<file path="src/rtl/chunked_lookahead_subtractor_pkg.sv">
// ============================================================================
// Module   : lookahead_pkg
// Brief    : Shared types and elaboration helpers for the lookahead adder and
//            subtractor family.
// Revision : 1.0 - initial release
// ============================================================================
`default_nettype none

package lookahead_pkg;

  typedef enum logic [1:0] {
    IDLE = 2'd0,
    RUN  = 2'd1,
    DONE = 2'd2
  } state_e;

  function automatic int nchunk(input int width, input int chunk);
    if (chunk < 1) return 1;
    return width / chunk;
  endfunction

  // True when the slice width divides the operand width cleanly.
  function automatic bit chunk_legal(input int width, input int chunk);
    if (chunk < 1 || chunk > width) return 1'b0;
    return (width % chunk) == 0;
  endfunction

endpackage

`default_nettype wire

</file>
<file path="src/rtl/chunked_lookahead_subtractor_if.sv">
// ============================================================================
// Module   : chunked_lookahead_subtractor_if
// Brief    : Operand/result valid-ready bundle for the chunked subtractor.
// Revision : 1.0 - initial release
// ============================================================================
`default_nettype none

interface chunked_lookahead_subtractor_if #(
  parameter int WIDTH = 16
);
  logic             i_valid;
  logic             o_ready;
  logic [WIDTH-1:0] i_minuend;
  logic [WIDTH-1:0] i_subtrahend;
  logic             o_valid;
  logic             i_ready;
  logic [WIDTH-1:0] o_diff;
  logic             o_borrow;

  modport slave (
    input  i_valid, i_minuend, i_subtrahend, i_ready,
    output o_ready, o_valid, o_diff, o_borrow
  );

  modport master (
    output i_valid, i_minuend, i_subtrahend, i_ready,
    input  o_ready, o_valid, o_diff, o_borrow
  );
endinterface

`default_nettype wire

</file>
<file path="src/rtl/chunked_lookahead_subtractor_slice.sv">
// ============================================================================
// Module   : borrow_lookahead_slice
// Brief    : Combinational CHUNK-bit subtract slice with full borrow lookahead.
// Revision : 1.0 - initial release
// ============================================================================
`default_nettype none

module borrow_lookahead_slice #(
  parameter int CHUNK = 4
) (
  input  logic [CHUNK-1:0] a,
  input  logic [CHUNK-1:0] b,
  input  logic             bin,
  output logic [CHUNK-1:0] d,
  output logic             bout
);

  logic [CHUNK-1:0] gb;
  logic [CHUNK-1:0] pb;
  logic [CHUNK:0]   bw;

  assign gb    = ~a & b;
  assign pb    = ~(a ^ b);
  assign bw[0] = bin;

  // Each borrow is a flat sum of generate terms gated by the propagates above them.
  for (genvar i = 0; i < CHUNK; i++) begin : g_bit
    logic [i:0] term;
    for (genvar j = 0; j <= i; j++) begin : g_term
      if (j == i) begin : g_gen
        assign term[j] = gb[j];
      end else begin : g_prop
        assign term[j] = gb[j] & (&pb[i:j+1]);
      end
    end
    assign bw[i+1] = (|term) | (bin & (&pb[i:0]));
  end

  assign d    = a ^ b ^ bw[CHUNK-1:0];
  assign bout = bw[CHUNK];

endmodule

`default_nettype wire

</file>
<file path="src/rtl/chunked_lookahead_subtractor.sv">
// ============================================================================
// Module   : chunked_lookahead_subtractor
// Brief    : Sequential A-B, one CHUNK-bit lookahead slice per cycle, LSB first,
//            valid/ready on both sides. Optional macro SUB_SATURATE_EN floors
//            the result at zero when the final borrow is set.
// Revision : 1.0 - initial release
// ============================================================================
`default_nettype none

module chunked_lookahead_subtractor
  import lookahead_pkg::*;
#(
  parameter int WIDTH = 16,
  parameter int CHUNK = 4
) (
  input logic                           clk,
  input logic                           rst,
  chunked_lookahead_subtractor_if.slave bus
);

  localparam int NCHUNK   = nchunk(WIDTH, CHUNK);
  localparam bit CHUNK_OK = chunk_legal(WIDTH, CHUNK);
  localparam int IDX_W    = (NCHUNK > 1) ? $clog2(NCHUNK) : 1;
  localparam logic [IDX_W-1:0] LAST_IDX = IDX_W'(NCHUNK - 1);

  if (!CHUNK_OK) begin : g_bad_param
    $error("chunked_lookahead_subtractor: WIDTH must be a multiple of CHUNK");
  end

  state_e           state_q, state_d;
  logic [IDX_W-1:0] idx_q, idx_d;
  logic [WIDTH-1:0] a_q, a_d;
  logic [WIDTH-1:0] b_q, b_d;
  logic [WIDTH-1:0] diff_q, diff_d;
  logic             borrow_q, borrow_d;

  logic [CHUNK-1:0] slice_a;
  logic [CHUNK-1:0] slice_b;
  logic [CHUNK-1:0] slice_d;
  logic             slice_bout;

  assign slice_a = a_q[int'(idx_q)*CHUNK +: CHUNK];
  assign slice_b = b_q[int'(idx_q)*CHUNK +: CHUNK];

  borrow_lookahead_slice #(
    .CHUNK (CHUNK)
  ) u_slice (
    .a    (slice_a),
    .b    (slice_b),
    .bin  (borrow_q),
    .d    (slice_d),
    .bout (slice_bout)
  );

  always_ff @(posedge clk or posedge rst) begin
    if (rst) begin
      state_q  <= IDLE;
      idx_q    <= '0;
      a_q      <= '0;
      b_q      <= '0;
      diff_q   <= '0;
      borrow_q <= 1'b0;
    end else begin
      state_q  <= state_d;
      idx_q    <= idx_d;
      a_q      <= a_d;
      b_q      <= b_d;
      diff_q   <= diff_d;
      borrow_q <= borrow_d;
    end
  end

  always_comb begin
    state_d  = state_q;
    idx_d    = idx_q;
    a_d      = a_q;
    b_d      = b_q;
    diff_d   = diff_q;
    borrow_d = borrow_q;
    case (state_q)
      IDLE: begin
        if (bus.i_valid) begin
          a_d      = bus.i_minuend;
          b_d      = bus.i_subtrahend;
          borrow_d = 1'b0;
          idx_d    = '0;
          state_d  = RUN;
        end
      end
      RUN: begin
        diff_d[int'(idx_q)*CHUNK +: CHUNK] = slice_d;
        borrow_d = slice_bout;
        if (idx_q == LAST_IDX) begin
          idx_d   = '0;
          state_d = DONE;
`ifdef SUB_SATURATE_EN
          if (slice_bout) begin
            diff_d = '0;
          end
`endif
        end else begin
          idx_d = idx_q + 1'b1;
        end
      end
      DONE: begin
        if (bus.i_ready) begin
          state_d = IDLE;
        end
      end
      default: begin
        state_d = IDLE;
      end
    endcase
  end

  assign bus.o_ready  = (state_q == IDLE);
  assign bus.o_valid  = (state_q == DONE);
  assign bus.o_diff   = diff_q;
  assign bus.o_borrow = borrow_q;

endmodule

`default_nettype wire

</file>
<file path="src/flat_wrapper.sv">
// flat-port wrapper written by rule: the top's interface ports become plain ports
module chunked_lookahead_subtractor_flat import lookahead_pkg::*;
#(
  parameter int WIDTH = 16,
  parameter int CHUNK = 4
)
  (clk, rst, bus_i_valid, bus_i_minuend, bus_i_subtrahend, bus_i_ready, bus_o_ready, bus_o_valid, bus_o_diff, bus_o_borrow);
  chunked_lookahead_subtractor_if #(.WIDTH(WIDTH)) bus_i ();
  input logic clk;
  input logic rst;
  input wire logic [$bits(bus_i.i_valid)-1:0] bus_i_valid;
  input wire logic [$bits(bus_i.i_minuend)-1:0] bus_i_minuend;
  input wire logic [$bits(bus_i.i_subtrahend)-1:0] bus_i_subtrahend;
  input wire logic [$bits(bus_i.i_ready)-1:0] bus_i_ready;
  output wire logic [$bits(bus_i.o_ready)-1:0] bus_o_ready;
  output wire logic [$bits(bus_i.o_valid)-1:0] bus_o_valid;
  output wire logic [$bits(bus_i.o_diff)-1:0] bus_o_diff;
  output wire logic [$bits(bus_i.o_borrow)-1:0] bus_o_borrow;
  assign bus_i.i_valid = bus_i_valid;
  assign bus_i.i_minuend = bus_i_minuend;
  assign bus_i.i_subtrahend = bus_i_subtrahend;
  assign bus_i.i_ready = bus_i_ready;
  assign bus_o_ready = bus_i.o_ready;
  assign bus_o_valid = bus_i.o_valid;
  assign bus_o_diff = bus_i.o_diff;
  assign bus_o_borrow = bus_i.o_borrow;
  chunked_lookahead_subtractor #(.WIDTH(WIDTH), .CHUNK(CHUNK)) u_core (.clk(clk), .rst(rst), .bus(bus_i));
endmodule
</file>
<file path="config.mk">
export PLATFORM = sky130hd
export DESIGN_NAME = chunked_lookahead_subtractor_flat
export DESIGN_NICKNAME = d
export VERILOG_FILES = /design/src/rtl/chunked_lookahead_subtractor_pkg.sv /design/src/rtl/chunked_lookahead_subtractor_if.sv /design/src/rtl/chunked_lookahead_subtractor_slice.sv /design/src/rtl/chunked_lookahead_subtractor.sv /design/src/flat_wrapper.sv
export SDC_FILE = /design/constraint.sdc
export NUM_CORES = 1
export LEC_CHECK = 0
export CAP_MARGIN = 20
export CORE_ASPECT_RATIO = 1.1
export CORE_MARGIN = 2
export CORE_UTILIZATION = 40
export CTS_BUF_LIST = sky130_fd_sc_hd__clkbuf_8
export DETAILED_ROUTE_END_ITERATION = 12
export GPL_TIMING_DRIVEN = 0
export PLACE_DENSITY = 0.75
export SLEW_MARGIN = 20
export SYNTH_ARGS = -nofsm -noshare
export SYNTH_HDL_FRONTEND = slang
export SYNTH_HIERARCHICAL = 1
export SYNTH_SLANG_ARGS = --single-unit
</file>
<file path="constraint.sdc">
create_clock -name clk -period 4.9 [get_ports clk]
set_input_delay 0.98 -clock clk [delete_from_list [all_inputs] [get_ports clk]]
set_output_delay 0.98 -clock clk [all_outputs]
set_load 0.03 [all_outputs]
</file>
# Word-level counts from Yosys, hierarchy flattened
# Index checks and enable logic that the tools add are counted.
[word_totals]
word_cells = 61
latch_bits = 0
ram_bits = 0
out_inout_bits = 19
mem_bits_ro = 0
n_memories = 0
in_bits = 36
ff_bits = 53
[classes]
n_reduce_logical = 14
magnitude_cmp = 0
n_eq_ne = 6
bitwise_logic = 19
n_shift = 4
n_mux = 10
n_div = 0
addsub = 2
multipliers = 0
[op_table]
columns = ["operator", "count"]
rows = [
  ["$neg 4->33", 1],
  ["$shift 4x33->16 const A", 1],
  ["$shiftx 4x33->16", 1],
  ["$shiftx 16x5->4", 2],
  ["$bwmux 16", 1],
  ["$and 1x1->1", 10],
  ["$mux 2", 5],
  ["$reduce_and 2->1", 5],
  ["$reduce_and 3->1", 3],
  ["$not 4->4", 2],
  ["$xor 4x4->4", 2],
  ["$pmux 2 s3", 1],
  ["$and 4x4->4", 1],
  ["$eq 2x2->1 const B", 2],
  ["$ne 2x2->1 const B", 2],
  ["$or 1x1->1", 4],
  ["$pmux 2 s2", 1],
  ["$reduce_and 4->1", 1],
  ["$reduce_or 4->1", 1],
  ["$reduce_or 3->1", 1],
  ["$add 2x1->2 const B", 1],
  ["$eq 2x1->1 const B", 1],
  ["$logic_not 2->1", 1],
  ["$ne 2x1->1 const B", 1],
  ["other kinds (4)", 4],
]

# Longest topological paths before layout
# Gate-level depths: netlist of the first run.
[logic_depth]
depth_word = 10
ltp_mapped = 9
mapped_depth_nobuf = 8

# Modules after synthesis
# Netlist of the first run, hierarchy kept.
[by_module_without_submodules]
columns = ["module", "cells_each", "area_per_inst_um2", "n_inst"]
rows = [
  ["chunked_lookahead_subtractor", 177, 2466.1, 1],
  ["borrow_lookahead_slice", 19, 155.1, 1],
]

# Worst setup path before layout of the first run
# Ideal clock, no wire load.
[synth_timing]
path_type = "reg-to-reg"
startpoint = "register u_core.idx_q[0]"
endpoint = "register u_core.diff_q[15] (netlist: u_core/bus.o_diff[15])"
setup_ns = 0.078
path_slack_ns = 2.214
stages_incl_launch_ff = 9
required_time_ns = 4.822
arrival_ns = 2.607
path_cell_list = "dfrtp_1 > buf_4 > mux4_2 > ha_1 > a211oi_2 > o21bai_1 > xnor2_1 > or4bb_1 > o2bb2ai_1"
[synth_rtl]
columns = ["item", "line_no", "source"]
rows = [
  ["from (decl)", "chunked_lookahead_subtractor.sv:31", "logic [IDX_W-1:0] idx_q, idx_d;"],
  ["from (signal assigned)", "chunked_lookahead_subtractor.sv:65", "idx_q <= idx_d;"],
  ["$shiftx 16x5->4 *", "chunked_lookahead_subtractor.sv:43", "assign slice_b = b_q[int'(idx_q)*CHUNK +: CHUNK];"],
  ["named net u_core.slice_b[0]", "chunked_lookahead_subtractor.sv:38", "logic [CHUNK-1:0] slice_b;"],
  ["$xor 4x4->4", "chunked_lookahead_subtractor_slice.sv:23", "assign pb = ~(a ^ b);"],
  ["$not 4->4", "chunked_lookahead_subtractor_slice.sv:23", ""],
  ["$reduce_and 3->1", "chunked_lookahead_subtractor_slice.sv:36", "assign bw[i+1] = (|term) | (bin & (&pb[i:0]));"],
  ["$and 1x1->1", "chunked_lookahead_subtractor_slice.sv:36", ""],
  ["$or 1x1->1 *", "chunked_lookahead_subtractor_slice.sv:36", ""],
  ["$xor 4x4->4 *", "chunked_lookahead_subtractor_slice.sv:39", "assign d = a ^ b ^ bw[CHUNK-1:0];"],
  ["named net u_core.slice_d[3]", "chunked_lookahead_subtractor.sv:39", "logic [CHUNK-1:0] slice_d;"],
  ["$shiftx 4x33->16 *", "chunked_lookahead_subtractor.sv:91", "diff_d[int'(idx_q)*CHUNK +: CHUNK] = slice_d;"],
  ["$bwmux 16 *", "chunked_lookahead_subtractor.sv:91", ""],
  ["to (signal assigned)", "chunked_lookahead_subtractor.sv:68", "diff_q <= diff_d;"],
  ["to (decl)", "chunked_lookahead_subtractor.sv:34", "logic [WIDTH-1:0] diff_q, diff_d;"],
]
# The timed path passes the listed nets; every way through them passes the cells marked *.
# A chain may end at the register's enable or synchronous reset.

# Worst setup path in the final report of the first run
# Same ends and word-level chain as after synthesis.

==> metrics, run 1 <==
core footprint=approximately 6300 sq um; cts hold-fix bufs=0; Post-Route Utilization=0.5381; number of global-route vias before repair=1820; Gate Count Post-Synth=196; WL final=5217 microns; hpwl dp=4028 microns; Skew-Pair Late Insertion Delay=~0.31 ns; RSZ-0062 raised after global routing=no; total CTS buffers=5; max_slew headroom=0.6745; die footprint=between 7000 and 8000 sq um; routed wire length on met3=232 microns; CTS tree=built; Async SR Flop Fraction=1.000; met2 routed wirelength=2614 microns; Peak VDD IR=around 450 uV; H-tree Lvls=2; Worst setup SP type=flip-flop; initial antenna violation count=0; Post-CTS Setup Bufs=0; ANT cells=0; final slew viol count=0; Vias=1765; met1 wire length=2327 microns; clock sinks=53; DRC marker count from the first detailed-route iteration=64; pin slew with the least headroom to its limit=0.4847 ns; Power Density=737.9 nW/um^2; setup TNS=0 ns; post-synthesis sequential area ratio=0.5060; commonest non-fill, non-tap cell in the layout=clkdlybuf4s50_1; Area growth, synth to finish=28.69%; IO Port Bufs=54; number of max-cap violations=0; Vert. Die Dim=88.90 microns; clock buffer depth=2; Yosys warning count=6; layout cells sized above 1=0.2355; Total GRT Usage=0.1623; root buf cell=clkbuf_8; crit end category=flip-flop; Die Wd=81.19 microns; post-route antenna net violation count=0; Tcrit/Tclk final=0.6341; status=finished, final reports clean; Clock transition at path regs=about 0.1 ns; final hold violation count=0; TritonRoute pass-1 iters=4; post-synthesis cell type count=33; gpl congestion=approximately 0.8; Mapped Area=2621 sq um; Crit Path Category=flip-flop to flip-flop; FF+latch count, synth=53; Clock Skew=0.01054 ns; top routing layer in use=met4; synthesized area per cell=13.37 sq um; DRC violations left=0; CP required=5.14 ns; row cnt=30; DR WL/cell=15.39 microns; Starting Density=0.4182; Max Clock Freq=0.3218 GHz; Static Leak=between 1 and 1.5 nW; Synth Flop Type=dfrtp_1; critical path arrival=3.35 ns; most frequent cells in the layout=clkdlybuf4s50_1, dfrtp_1, mux2_2; min-delay worst type=flip-flop to flip-flop; number of flops mapped to enable cells by yosys=0; Overflow after GRT=0; Syn Nets=242; Min Clock Period, post-route=between 3 and 4 ns; crit path max fanout=10; Layout Nets=304; Ports=55; setup violators final=0; vias per inst=5.206; first-pass GRT wire length=8845 microns; PostCTS Resize Cnt=0; largest net degree at the start of global routing=34
-- Yosys cell counts (2+ instances only) --
cell	instances	area [sq um]
and3b_1	4	35.03
buf_2	2	10.01
buf_6	3	33.78
dfrtp_1	53	1326
ha_1	9	112.6
inv_1	21	78.83
mux2_1	2	22.52
mux2_2	30	337.8
mux4_2	8	180.2
nand2_1	12	45.04
nand2b_1	3	18.77
nand3b_1	2	15.01
nor2_1	3	11.26
o21ai_0	3	15.01
o2bb2ai_1	4	35.03
o31ai_1	2	15.01
o32ai_1	12	105.1
or3b_2	2	17.52
or4bb_1	5	56.30
xnor2_1	3	26.28
-- path summary, 6_finish.rpt --
path,from,depth (start not counted),slack (ns),end
min reg2reg,u_core/a_q[8],1,0.50,u_core/a_q[8]
max,u_core/idx_q[0],8,1.79,u_core/bus.o_diff[15]
max reg2reg,u_core/idx_q[0],8,1.79,u_core/bus.o_diff[15]
max in group asynchronous,rst,3,3.37,u_core/b_q[15]
min in group asynchronous,rst,2,0.99,u_core/b_q[12]
min,u_core/a_q[8],1,0.50,u_core/a_q[8]
-- cell families after synthesis --
family	count (synthesis)	synth area share
AO/OA/AOI/OAI	25	0.07876
XOR/XNOR	3	0.01003
adder cells (fa/ha/maj)	10	0.05060
buffers and inverters	29	0.05251
flip-flops	53	0.5060
multiplexers	40	0.2062
AND/OR/NAND/NOR	36	0.09594
-- per-layer routing --
layer | global-route usage | up-vias
met5 | 0 | -
met4 | 0.04931 | 0
met3 | 0.03535 | 5
met2 | 0.2757 | 49
met1 | 0.2090 | 873
li1 | - | 838
-- final cells by class --
type / count / area (sq um)
Fill cell: 548 / 2895
Timing Repair Buffer: 55 / 560.5
Buffer: 8 / 58.81
Sequential cell: 53 / 1326
Tap cell: 80 / 100.1
Clock buffer: 5 / 68.82
Inverter: 21 / 78.83
Multi-Input combinational cell: 114 / 1157
Clock inverter: 3 / 22.52
-- critical path, cell delays in order, from the launching register on --
cell and delay (ns):
dfrtp_1 0.48, buf_4 0.26, mux4_2 0.56, ha_1 0.31
a211oi_2 0.21, o21bai_1 0.14, xnor2_1 0.41, or4bb_1 0.53
o2bb2ai_1 0.15
-- report_power, final --
group / total (mW) / internal, mW / switching [mW]
sequential: 0.753 / 0.637 / 0.116
clock: 0.249 / 0.100 / 0.148
combinational: 1.49 / 0.701 / 0.786
-- flip-flops by register name (all words and copies together) (netlist names) --
register and count:
u_core/bus.o_borrow 1, u_core/b_q 16, u_core/idx_q 2, u_core/state_q 2, u_core/a_q 16, u_core/bus.o_diff 16
-- per-stage QoR --
step / setup WS (ns) / instance area [sq um] / total power [mW] / hold slack, ns / std cells
floorplan: 2.215 / 2621 / 1.819 / 0.4524 / 196
global placement: 1.666 / 3262 / 2.199 / 0.4638 / 330
detailed placement: 1.850 / 3282 / 2.247 / 0.4769 / 331
CTS: 1.818 / 3373 / 2.495 / 0.5026 / 339
global route: 1.686 / 3373 / 2.667 / 0.5098 / 339
finish: 1.793 / 3373 / 2.489 / 0.5037 / 339
No activity file was read; power rests on OpenSTA's default activity.
==> inputs of run 2 (changes only) <==
==> constraint.sdc (replaced) <==
create_clock -name clk -period 2.9 [get_ports clk]
set_input_delay 0.58 -clock clk [delete_from_list [all_inputs] [get_ports clk]]
set_output_delay 0.58 -clock clk [all_outputs]
set_load 0.03 [all_outputs]
==> run 2 against run 1 <==
  * Clock power rose by 70%
  * Critical path depth did not move
  * Clock skew fell by 0.0011 ns
  * Die area did not move
  * Hold slack got worse by 0.0022 ns
  * Highest routed layer unchanged
  * Via count fell by 0.34%
  * Combinational power rose by 87%
==> metrics, run 2 (synthesis gave the netlist of run 1 again) <==
Layout Nets=306 (was 304); Tcrit/Tclk final=0.9717 (was 0.6341); Worst setup SP type=flip-flop (unchanged); gpl congestion=0.7961 (unchanged); Min Clock Period, post-route=2.818 ns (was 3.107 ns); Vert. Die Dim=88.90 microns (unchanged); number of max-cap violations=0 (unchanged); cts hold-fix bufs=0 (unchanged); ANT cells=0 (unchanged); setup TNS=0 ns (unchanged); status=finished, final reports clean (unchanged); TritonRoute pass-1 iters=4 (unchanged); DR WL/cell=15.38 microns (was 15.39 microns); WL final=5244 microns (was 5217 microns); final design instance area without fill=3411 sq um (was 3373 sq um); Clock transition at path regs=0.10 ns (about the same); Area growth, synth to finish=30.12% (was 28.69%); Crit Path Category=flip-flop to flip-flop (unchanged); commonest non-fill, non-tap cell in the layout=clkdlybuf4s50_1 (unchanged); Static Leak=1.399 nW (was 1.379 nW); Peak VDD IR=640.5 uV (was 450.5 uV); Die Wd=81.19 microns (unchanged); post-route antenna net violation count=0 (unchanged); most frequent cells in the layout=clkdlybuf4s50_1, dfrtp_1, mux2_2 (unchanged); min-delay worst type=flip-flop to flip-flop (unchanged); critical path arrival=3.06 ns (was 3.35 ns); clock sinks=53 (unchanged); fillcell total=545 (was 548); crit path max fanout=10 (unchanged); Vias=1759 (was 1765); Post-Route Utilization=0.5441 (was 0.5381); H-tree Lvls=2 (unchanged); DRC violations left=0 (unchanged); IO Port Bufs=54 (unchanged); slowest library cell on the worst path=mux4_2 (unchanged); vias per inst=5.158 (was 5.206); Ports=55 (unchanged); pin slew with the least headroom to its limit=0.4870 ns (was 0.4847 ns); CP delay by family, top=multiplexers (unchanged); die footprint=7217 sq um (unchanged); hold_ws=0.5015 ns (was 0.5037 ns); CP peak stage delay=0.55 ns (was 0.56 ns); initial antenna violation count=0 (unchanged); CTS tree=built (unchanged); DRC marker count from the first detailed-route iteration=65 (was 64); layout cells sized above 1=0.2529 (was 0.2355); setup violators final=0 (unchanged); Cell Chain, Critical Path=buf_6 -> mux4_2 -> ha_1 -> a211oi_2 -> o21bai_1 -> xnor2_2 -> or4bb_1 -> o2bb2ai_1 (was buf_4 -> mux4_2 -> ha_1 -> a211oi_2 -> o21bai_1 -> xnor2_1 -> or4bb_1 -> o2bb2ai_1); crit end category=flip-flop (unchanged); CP required=3.14 ns (was 5.14 ns); core footprint=6269 sq um (unchanged); WP buf/inv=1 (unchanged); largest net degree at the start of global routing=34 (unchanged); Power Density=1312 nW/um^2 (was 737.9 nW/um^2); final hold violation count=0 (unchanged); row cnt=30 (unchanged); Post-DP Area=3282 sq um (unchanged); Skew-Pair Late Insertion Delay=0.31 ns (about the same); hpwl dp=4028 microns (unchanged); Reg2Reg Setup Slack=0.08 ns (was 1.79 ns); max_slew headroom=0.6750 (was 0.6745); Total GRT Usage=0.1612 (was 0.1623); Overflow after GRT=0 (unchanged); clock buffer depth=2 (unchanged); number of global-route vias before repair=1821 (was 1820); Clock Skew=0.009456 ns (was 0.01054 ns); root buf cell=clkbuf_8 (unchanged); first-pass GRT wire length=8811 microns (was 8845 microns); Starting Density=0.4182 (unchanged); Max Clock Freq=0.3549 GHz (was 0.3218 GHz); final slew viol count=0 (unchanged); total CTS buffers=5 (unchanged)
-- run 2: changes by cell type in the layout (fill, tap and decap cells not counted), sizes merged --
cell | before | now
buf | 8 | 10
-- run 2: layout make-up --
class                   instances  area, sq um  share of cell area
plain buffers                   8        65.06             0.01908
clock buffers                   5        68.82             0.02018
flip-flops and latches         53         1328              0.3892
repair buffers                 57        575.6              0.1687
well taps                      80        100.1             0.02935
inverters                      21        78.83             0.02311
multi-input cells             114         1172              0.3437
clock inverters                 3        22.52            0.006603
-- run 2: per-layer routing --
layer / up-vias / wire length (microns) / global-route usage
li1: 837 / - / -
met2: 44 / 2621 / 0.2690
met5: - / 0 / 0
met3: 7 / 202 / 0.03535
met4: 0 / 56 / 0.05239
met1: 871 / 2365 / 0.2105
-- run 2: path summary, 6_finish.rpt --
path / startpoint / endpoint / cells after the start
worst max-delay path: u_core/idx_q[0] / u_core/bus.o_diff[15] / 8
worst min-delay path: u_core/bus.o_diff[15] / u_core/bus.o_diff[15] / 1
worst min register to register: u_core/bus.o_diff[15] / u_core/bus.o_diff[15] / 1
min in group asynchronous: rst / u_core/b_q[12] / 2
max in group asynchronous: rst / u_core/idx_q[0] / 3
worst max register to register: u_core/idx_q[0] / u_core/bus.o_diff[15] / 8
-- run 2: what timing repair did --
| item | 4_1_cts | 5_1_grt |
|---|---|---|
| setup endpoints to repair | 2 | 2 |
| resized for setup | 4 | 1 |
| pin swaps | 0 | 1 |
| buffers inserted | 0 | 2 |
-- run 2: through the flow --
| step | instances | worst slack [ns] | power (mW) |
|---|---|---|---|
| floorplan | 196 | 0.2145 | 3.074 |
| global placement | 330 | -0.1454 | 3.716 |
| detailed placement | 331 | -0.1503 | 3.796 |
| CTS | 339 | 0.03366 | 4.278 |
| global route | 341 | -0.005876 | 4.778 |
| finish | 341 | 0.08203 | 4.477 |
-- run 2: power by group --
group	total, mW	internal (mW)	switching (mW)
Sequential	1.28	1.08	0.199
Clock	0.423	0.170	0.253
Combinational	2.78	1.39	1.38
Total	4.48	2.64	1.84
==> inputs of run 3 (changes only) <==
--- a/config.mk
+++ b/config.mk
@@ -10,6 +10,7 @@
 export CORE_MARGIN = 2
 export CORE_UTILIZATION = 40
 export CTS_BUF_LIST = sky130_fd_sc_hd__clkbuf_8
+export CTS_CLUSTER_DIAMETER = 100
 export DETAILED_ROUTE_END_ITERATION = 12
 export GPL_TIMING_DRIVEN = 0
 export PLACE_DENSITY = 0.75
==> results of run 3 <==
The final DEF is identical to that of run 2; final timing and power are the same.
